`config.mk`:
```
export PLATFORM = sky130hd
export DESIGN_NAME = cmp_arbiter
export DESIGN_NICKNAME = d
export VERILOG_FILES = /design/src/rtl/cmp_arb_pkg.sv /design/src/rtl/cmp_arbiter_brcomp.sv /design/src/rtl/cmp_arbiter.sv
export SDC_FILE = /design/constraint.sdc
export NUM_CORES = 1
export LEC_CHECK = 0
export ABC_AREA = 1
export BUFFER_PORTS_ARGS = -buffer_cell sky130_fd_sc_hd__buf_2
export CAP_MARGIN = 10
export CORE_ASPECT_RATIO = 0.6
export CORE_UTILIZATION = 40
export CTS_BUF_LIST = sky130_fd_sc_hd__clkbuf_8 sky130_fd_sc_hd__clkbuf_16
export DETAILED_ROUTE_END_ITERATION = 7
export PLACE_DENSITY = 0.78
export SETUP_SLACK_MARGIN = 0.05
export SYNTH_ARGS = -nofsm -noshare
export SYNTH_HDL_FRONTEND = slang
export SYNTH_SLANG_ARGS = --single-unit
```
`constraint.sdc`:
```
create_clock -name clk_i -period 1.65 [get_ports clk_i]
set_input_delay 0.2475 -clock clk_i [delete_from_list [all_inputs] [get_ports clk_i]]
set_output_delay 0.2475 -clock clk_i [all_outputs]
set_load 0.005 [all_outputs]
```
`src/rtl/cmp_arb_pkg.sv`:
```
// Shared types and constants for the comparator arbiter: FSM state encoding,
// requester-count limits, and the packed response record.
package cmp_arb_pkg;

    localparam int NREQ_MAX = 8;
    localparam int ID_W     = 3;
    localparam int OP_W     = 8;

    typedef enum logic [1:0] {
        ST_IDLE = 2'd0,
        ST_CMP  = 2'd1,
        ST_RESP = 2'd2
    } state_t;

    typedef struct packed {
        logic [ID_W-1:0] id;
        logic            less;
        logic            equal;
    } rsp_t;

    // Increment a requester index, wrapping at n (n need not be a power of two).
    function automatic logic [ID_W-1:0] wrap_inc(input logic [ID_W-1:0] idx, input int n);
        logic [ID_W-1:0] r;
        if (int'(idx) >= n - 1) r = '0;
        else                    r = idx + 1'b1;
        return r;
    endfunction

endpackage

```
`src/rtl/cmp_arbiter_brcomp.sv`:
```
// Unsigned magnitude comparator: A < B from the borrow of a 9-bit A-B,
// equality from a zero difference. less and equal are mutually exclusive.
module brcomp
    import cmp_arb_pkg::*;
(
    input  logic [OP_W-1:0] a_i,
    input  logic [OP_W-1:0] b_i,
    output logic            less_o,
    output logic            equal_o
);

    logic [OP_W:0] w_diff;

    assign w_diff  = {1'b0, a_i} - {1'b0, b_i};
    assign less_o  = w_diff[OP_W];
    assign equal_o = ~w_diff[OP_W] & (w_diff[OP_W-1:0] == '0);

endmodule

```
`src/rtl/cmp_arbiter.sv`:
```
// NREQ requesters share one brcomp through an IDLE/CMP/RESP FSM.
// Define CMP_ARB_RR_EN for round-robin selection; default is fixed priority (lowest index).
module cmp_arbiter
    import cmp_arb_pkg::*;
#(
    parameter int NREQ = 4
) (
    input  logic                 clk_i,
    input  logic                 rst_ni,
    input  logic [NREQ-1:0]      req_valid_i,
    input  logic [NREQ*OP_W-1:0] req_a_i,
    input  logic [NREQ*OP_W-1:0] req_b_i,
    output logic [NREQ-1:0]      req_ready_o,
    output logic                 rsp_valid_o,
    input  logic                 rsp_ready_i,
    output logic [ID_W-1:0]      rsp_id_o,
    output logic                 rsp_less_o,
    output logic                 rsp_equal_o
);

    state_t          r_state;
    state_t          w_state_nxt;
    logic            w_any;
    logic [ID_W-1:0] w_gnt_idx;
    logic            w_accept;
    logic [OP_W-1:0] w_sel_a;
    logic [OP_W-1:0] w_sel_b;
    logic [OP_W-1:0] r_op_a;
    logic [OP_W-1:0] r_op_b;
    logic [ID_W-1:0] r_op_id;
    logic            w_less;
    logic            w_equal;
    rsp_t            r_rsp;

    // ---------------- requester selection ----------------
`ifdef CMP_ARB_RR_EN
    logic [ID_W-1:0] r_ptr;

    // Walk offsets from high to low so the requester closest to the pointer wins.
    always_comb begin
        int j;
        j         = 0;
        w_any     = 1'b0;
        w_gnt_idx = '0;
        for (int i = NREQ - 1; i >= 0; i--) begin
            j = int'(r_ptr) + i;
            if (j >= NREQ) j = j - NREQ;
            if (req_valid_i[j]) begin
                w_any     = 1'b1;
                w_gnt_idx = ID_W'(j);
            end
        end
    end

    always_ff @(posedge clk_i or negedge rst_ni) begin
        if (!rst_ni)       r_ptr <= '0;
        else if (w_accept) r_ptr <= wrap_inc(w_gnt_idx, NREQ);
    end
`else
    always_comb begin
        w_any     = 1'b0;
        w_gnt_idx = '0;
        for (int i = NREQ - 1; i >= 0; i--) begin
            if (req_valid_i[i]) begin
                w_any     = 1'b1;
                w_gnt_idx = ID_W'(i);
            end
        end
    end
`endif

    assign w_accept = (r_state == ST_IDLE) && w_any;

    always_comb begin
        w_sel_a = '0;
        w_sel_b = '0;
        for (int i = 0; i < NREQ; i++) begin
            if (w_gnt_idx == ID_W'(i)) begin
                w_sel_a = req_a_i[i*OP_W +: OP_W];
                w_sel_b = req_b_i[i*OP_W +: OP_W];
            end
        end
    end

    // ---------------- FSM ----------------
    always_ff @(posedge clk_i or negedge rst_ni) begin
        if (!rst_ni) r_state <= ST_IDLE;
        else         r_state <= w_state_nxt;
    end

    always_comb begin
        w_state_nxt = r_state;
        case (r_state)
            ST_IDLE: if (w_any)       w_state_nxt = ST_CMP;
            ST_CMP:                   w_state_nxt = ST_RESP;
            ST_RESP: if (rsp_ready_i) w_state_nxt = ST_IDLE;
            default:                  w_state_nxt = ST_IDLE;
        endcase
    end

    // rst_ni gates ready so a held request cannot see a grant while reset is low.
    always_comb begin
        req_ready_o = '0;
        rsp_valid_o = 1'b0;
        case (r_state)
            ST_IDLE: begin
                for (int i = 0; i < NREQ; i++)
                    req_ready_o[i] = rst_ni && w_any && (w_gnt_idx == ID_W'(i));
            end
            ST_RESP: rsp_valid_o = 1'b1;
            default: ;
        endcase
    end

    // ---------------- datapath ----------------
    // Operands are captured at accept so later requester changes cannot leak in.
    always_ff @(posedge clk_i or negedge rst_ni) begin
        if (!rst_ni) begin
            r_op_a  <= '0;
            r_op_b  <= '0;
            r_op_id <= '0;
        end else if (w_accept) begin
            r_op_a  <= w_sel_a;
            r_op_b  <= w_sel_b;
            r_op_id <= w_gnt_idx;
        end
    end

    brcomp u_brcomp (
        .a_i     (r_op_a),
        .b_i     (r_op_b),
        .less_o  (w_less),
        .equal_o (w_equal)
    );

    always_ff @(posedge clk_i or negedge rst_ni) begin
        if (!rst_ni) begin
            r_rsp <= '0;
        end else if (r_state == ST_CMP) begin
            r_rsp.id    <= r_op_id;
            r_rsp.less  <= w_less;
            r_rsp.equal <= w_equal;
        end
    end

    assign rsp_id_o    = r_rsp.id;
    assign rsp_less_o  = r_rsp.less;
    assign rsp_equal_o = r_rsp.equal;

endmodule

```
Yosys cells after proc, flatten, opt, wreduce, memory -nomap -nowiden
Cells that the tools add are included.
{"block": "totals", "ff_bits": 26, "inputBits": 71, "output_inout_bits": 10}
{"block": "op_classes", "add_sub_neg": 1, "eq_ne": 7, "mux": 21, "bitwise_logic": 2, "reduce_logical": 10}
{"cell": "$mux 8", "n": 8}
{"cell": "$sub 8x8->9", "n": 1}
{"cell": "$logic_not 8->1", "n": 1}
{"cell": "$mux 2", "n": 4}
{"cell": "$eq 3x2->1 const B", "n": 2}
{"cell": "$logic_and 1x1->1", "n": 6}
{"cell": "$mux 3", "n": 2}
{"cell": "$pmux 2 s3", "n": 1}
{"cell": "$mux 1", "n": 5}
{"cell": "$mux 4", "n": 1}
{"cell": "$ne 2x2->1 const B", "n": 2}
{"cell": "$eq 3x1->1 const B", "n": 1}
{"cell": "$logic_not 3->1", "n": 1}
{"cell": "$eq 2x1->1 const B", "n": 1}
{"cell": "$eq 2x2->1 const B", "n": 1}
{"cell": "$logic_not 2->1", "n": 1}
{"cell": "$reduce_and 2->1", "n": 1}
{"cell": "$and 1x1->1", "n": 1}
{"cell": "$not 1->1", "n": 1}

Depth between registers and ports, before layout
{"block": "depth", "depth_word": 9, "ltp_mapped": 12, "depth_no_buf": 12}

Cells and area by module
From an unflattened synthesis, not the netlist that was laid out.
{"block": "unflattened", "cells_unflattened": 337, "area_unflattened_um2": 2089.5}
{"module": "cmp_arbiter", "instances": 1, "cells_each": 250, "area_each_um2": 1635.3, "seq_area_each_um2": 600.6}
{"module": "brcomp", "instances": 1, "cells_each": 87, "area_each_um2": 454.2, "seq_area_each_um2": 0.0}

Worst setup path before layout
OpenSTA, ideal clock, no wires.
{"block": "synth_timing", "kind": "reg-to-reg", "from": "register r_op_a[0]", "to": "register r_rsp (netlist bit rsp_equal_o)", "setup_time_ns": 0.065, "t_arrival_ns": 1.553, "setup_slack_ns": 0.032, "path_stages_with_launch": 13, "path_cell_list": "dfrtp_1 > inv_1 > ha_1 > fa_1 > inv_1 > nand3_1 > nand3_1 > nand3_1 > nor2_1 > nand2_1 > nor2_1 > nand3_1 > nand2_1"}
{"block": "synth_between", "elab_chain_cells": 3}
{"item": "start: declaration", "line": "cmp_arbiter.sv:28", "text": "logic [OP_W-1:0] r_op_a;"}
{"item": "start signal: assignment", "line": "cmp_arbiter.sv:123", "text": "r_op_a <= w_sel_a;"}
{"item": "$sub 8x8->9 *", "line": "cmp_arbiter_brcomp.sv:14", "text": "assign w_diff = {1'b0, a_i} - {1'b0, b_i};"}
{"item": "$logic_not 8->1 / $not 1->1 (equally long branches)", "line": "cmp_arbiter_brcomp.sv:16", "text": "assign equal_o = ~w_diff[OP_W] & (w_diff[OP_W-1:0] == '0);"}
{"item": "$and 1x1->1 *", "line": "cmp_arbiter_brcomp.sv:16"}
{"item": "end: declaration", "line": "cmp_arbiter.sv:33", "text": "rsp_t r_rsp;"}
Mark *: on every way between the ends. The rest lies on a longest branch, timed or not.
A chain may end at the register's enable or synchronous reset.

Worst setup path after layout
Same ends and word-level chain as after synthesis.

==> results_tabular.tex <==
\begin{tabular}{lr}
\hline
Metric & Value \\
\hline
\multicolumn{2}{l}{\textbf{Run status}} \\
Status & complete, but fails checks \\
Failing checks & negative setup slack \\
\multicolumn{2}{l}{\textbf{Logic synthesis}} \\
Async set-or-reset flop fraction in the synthesized netlist & 1.00 \\
Flip-flop and latch count after synthesis & 24 \\
Net Count, Synth & 337 \\
Mapped Cells & 257 \\
Post-Synthesis Cell Area & 1870 um\^{}2 \\
Count of flip-flops with a built-in enable after synthesis & 0 \\
Yosys Warn Count & 0 \\
Post-synthesis sequential area ratio & 0.322 \\
Library cells used by synthesis & 30 \\
Average cell area after synthesis & 7.27 um\^{}2 \\
Dominant register cell in the synthesized netlist & dfrtp\_1 \\
\multicolumn{2}{l}{\textbf{Timing}} \\
Worst clock skew & 10.1 ps \\
Setup violations, final & 2 \\
Time the final worst path needs with I/O delays and setup & 1770 ps \\
Final period util & 1.07 \\
Peak Freq & 0.567 GHz \\
Final setup TNS & -125 ps \\
Endpoints failing hold & 0 \\
Tightest hold margin & 230 ps \\
Number of max-slew violations in the final report & 0 \\
RSZ-0062 raised after global routing & yes \\
Worst setup margin & -115 ps \\
\multicolumn{2}{l}{\textbf{Job}} \\
Max\_cap viols & 0 \\
\multicolumn{2}{l}{\textbf{GRT}} \\
Via count of the first global-routing pass & 1900 \\
Remaining global-route overflow & 0 \\
Tot GR Track Use & 0.215 \\
Maximum number of pins on one net before global-route repair & 25 \\
Wire length of the first global-routing pass & 8330 um \\
Antenna violations before repair & 0 \\
\multicolumn{2}{l}{\textbf{Clock network}} \\
TritonCTS Buffers & 3 \\
CTS HTree Levels & 1 \\
Clk root buf & clkbuf\_8 \\
Clk Latency, worst-skew pair & 270 ps \\
Clock buffer depth & 2 \\
TritonCTS clock tree & built \\
TritonCTS Sinks & 24 \\
Clock transition at the registers of the reported paths & 90 ps \\
\multicolumn{2}{l}{\textbf{Final layout}} \\
Area occupied by multi-input gates & 1120 um\^{}2 \\
Layout Area Growth over Synthesis & 34.2\% \\
Sequential cell area & 601 um\^{}2 \\
Leading cell type in the layout, fill and taps excluded & buf\_2 \\
Share of cells above drive strength 1 & 0.379 \\
Count of antenna diodes in the layout & 0 \\
Commonest cells after routing, fill and taps aside & buf\_2, nand2\_1, inv\_1 \\
Post-route insts no fill & 406 \\
Number of nets in the layout & 427 \\
Filler cell count in the final layout & 405 \\
\multicolumn{2}{l}{\textbf{Min path}} \\
Class of the tightest hold or removal check & in -> reg \\
\multicolumn{2}{l}{\textbf{Power}} \\
Total power & 0.00433 W \\
Leak pwr & 1.32 nW \\
Cell area power density & 1730 nW/um\^{}2 \\
IR Drop Worst-Case VDD & 0.646 mV \\
\multicolumn{2}{l}{\textbf{Placed design}} \\
Last weighted congestion value of the routability-driven placer & 0.934 \\
Inst Count DP & 393 \\
Pre-CTS setup slack & -155 ps \\
I/O Buffers & 79 \\
Detailed placer's ending HPWL & 3960 um \\
\multicolumn{2}{l}{\textbf{Critical path}} \\
Arrival time worst endpoint & 1970 ps \\
Critical path peak fanout & 2 \\
Worst endpoint required time & 1860 ps \\
Setup crit start kind & register \\
Crit Path Category & reg -> reg \\
Crit end category & register \\
\multicolumn{2}{l}{\textbf{Floorplan}} \\
Core Box Area & 4280 um\^{}2 \\
Initial Utilization & 0.437 \\
Die Area & 4960 um\^{}2 \\
Top-level port count & 81 \\
DIE WIDTH & 90.2 um \\
Cell Rows & 18 \\
Chip Height & 54.9 um \\
\multicolumn{2}{l}{\textbf{Route}} \\
Antenna Violating Nets Remaining & 0 \\
Post-detailed-route via-to-cell ratio & 5.02 \\
Number of remaining DRC errors & 0 \\
Detailed Route WL & 5260 um \\
Wire length per cell & 13.0 um \\
Total number of vias & 2038 \\
First-iteration detailed-routing DRC count & 128 \\
Router iterations before antenna repair & 4 \\
\hline
\end{tabular}
## report_power, final
group | leakage, nW | switching [W] | total, W | internal [W]
registers | 0.286 | 0.000160 | 0.00103 | 0.000870
logic | 0.996 | 0.00161 | 0.00279 | 0.00119
clock network | 0.0357 | 0.000186 | 0.000510 | 0.000324
total | 1.32 | 0.00195 | 0.00433 | 0.00238
## through the flow
stage	util	instance area (um^2)
after floorplan	-	1870
after global placement	0.539	2310
after detailed placement	0.539	2310
after CTS	0.575	2460
after global routing	0.586	2510
final	0.586	2510
## cells in the mapped netlist, types with 2 or more instances
cell | number | area share
a41oi_1 | 6 | 0.028
a41oi_2 | 8 | 0.070
nand2_2 | 2 | 0.0067
nor2_4 | 3 | 0.018
buf_6 | 3 | 0.018
nand2_1 | 76 | 0.15
o21ai_0 | 2 | 0.0054
inv_1 | 30 | 0.060
nand3_1 | 26 | 0.070
nor2_2 | 2 | 0.0067
o21ai_1 | 3 | 0.0080
a21oi_1 | 19 | 0.051
dfrtp_1 | 24 | 0.32
buf_4 | 3 | 0.012
nor3_1 | 2 | 0.0054
nand4_1 | 2 | 0.0067
clkbuf_1 | 2 | 0.0040
nor2_1 | 25 | 0.050
ha_1 | 8 | 0.054
## flip-flops by register name, summed over array words and instances (netlist names)
name         cells
r_op_a           8
r_op_b           8
r_op_id          2
r_state          2
rsp_equal_o      1
rsp_id_o         2
rsp_less_o       1
## worst max-delay path, cell delays in order (launching register included)
cell     delay (ps)
dfrtp_1         360
inv_1            50
ha_2            190
fa_2            520
nand2_1          40
nor2_1           80
nand3_1          90
nor2_1           90
nand2_1          60
nor2_1           90
nand3_1          70
nand2_1          50
## layout make-up
type                            instances  share of cell area
Sequential cell                        24               0.240
Multi-Input combinational cell        191               0.447
Inverter                               32              0.0489
Timing Repair Buffer                   95               0.207
Clock inverter                          1              0.0120
Clock buffer                            3              0.0165
Tap cell                               60              0.0299
## per-layer routing
metal | vias up | wire, um | global-route usage
met1 | 926 | 2400 | 0.269
met2 | 84 | 2400 | 0.394
met4 | 0 | 48 | 0.0349
li1 | 1022 | - | -
met5 | - | 0 | 0
met3 | 6 | 410 | 0.0560
## worst paths after layout
| check | from | endpoint | slack, ps | cells past startpoint |
|---|---|---|---|---|
| max | r_op_a[0] | rsp_equal_o | -120 | 11 |
| min | rsp_ready_i | r_state[1] | 230 | 4 |
| max reg2reg | r_op_a[0] | rsp_equal_o | -120 | 11 |
| min reg2reg | r_op_id[1] | r_op_id[1] | 480 | 2 |
| max in group asynchronous | rst_ni | r_op_b[0] | 880 | 3 |
| min in group asynchronous | rst_ni | r_op_a[0] | 530 | 3 |
## kinds of logic (layout without fill, tap and decap cells)
kind of cell	count (synthesis)	in the layout	synth area share
xor gates and xnor gates	2	2	0.00938
muxes	1	1	0.00603
and+or+nand+nor	139	139	0.319
buffers and inverters	42	131	0.111
DFF	24	24	0.322
adders and majority gates	9	9	0.0643
AOI/OAI and AO/OA	39	39	0.167
other	1	1	0.00201
## timing repair
| action | in CTS | in global routing |
|---|---|---|
| hold buffers | 1 | 0 |
| setup buffers | 7 | 1 |
| endpoints found under the setup margin | 5 | 5 |
| pin swaps | 4 | 6 |
| gates resized for setup | 6 | 11 |
| hold endpoints to repair | 13 | 0 |
Power figures use the tool's default switching activity.
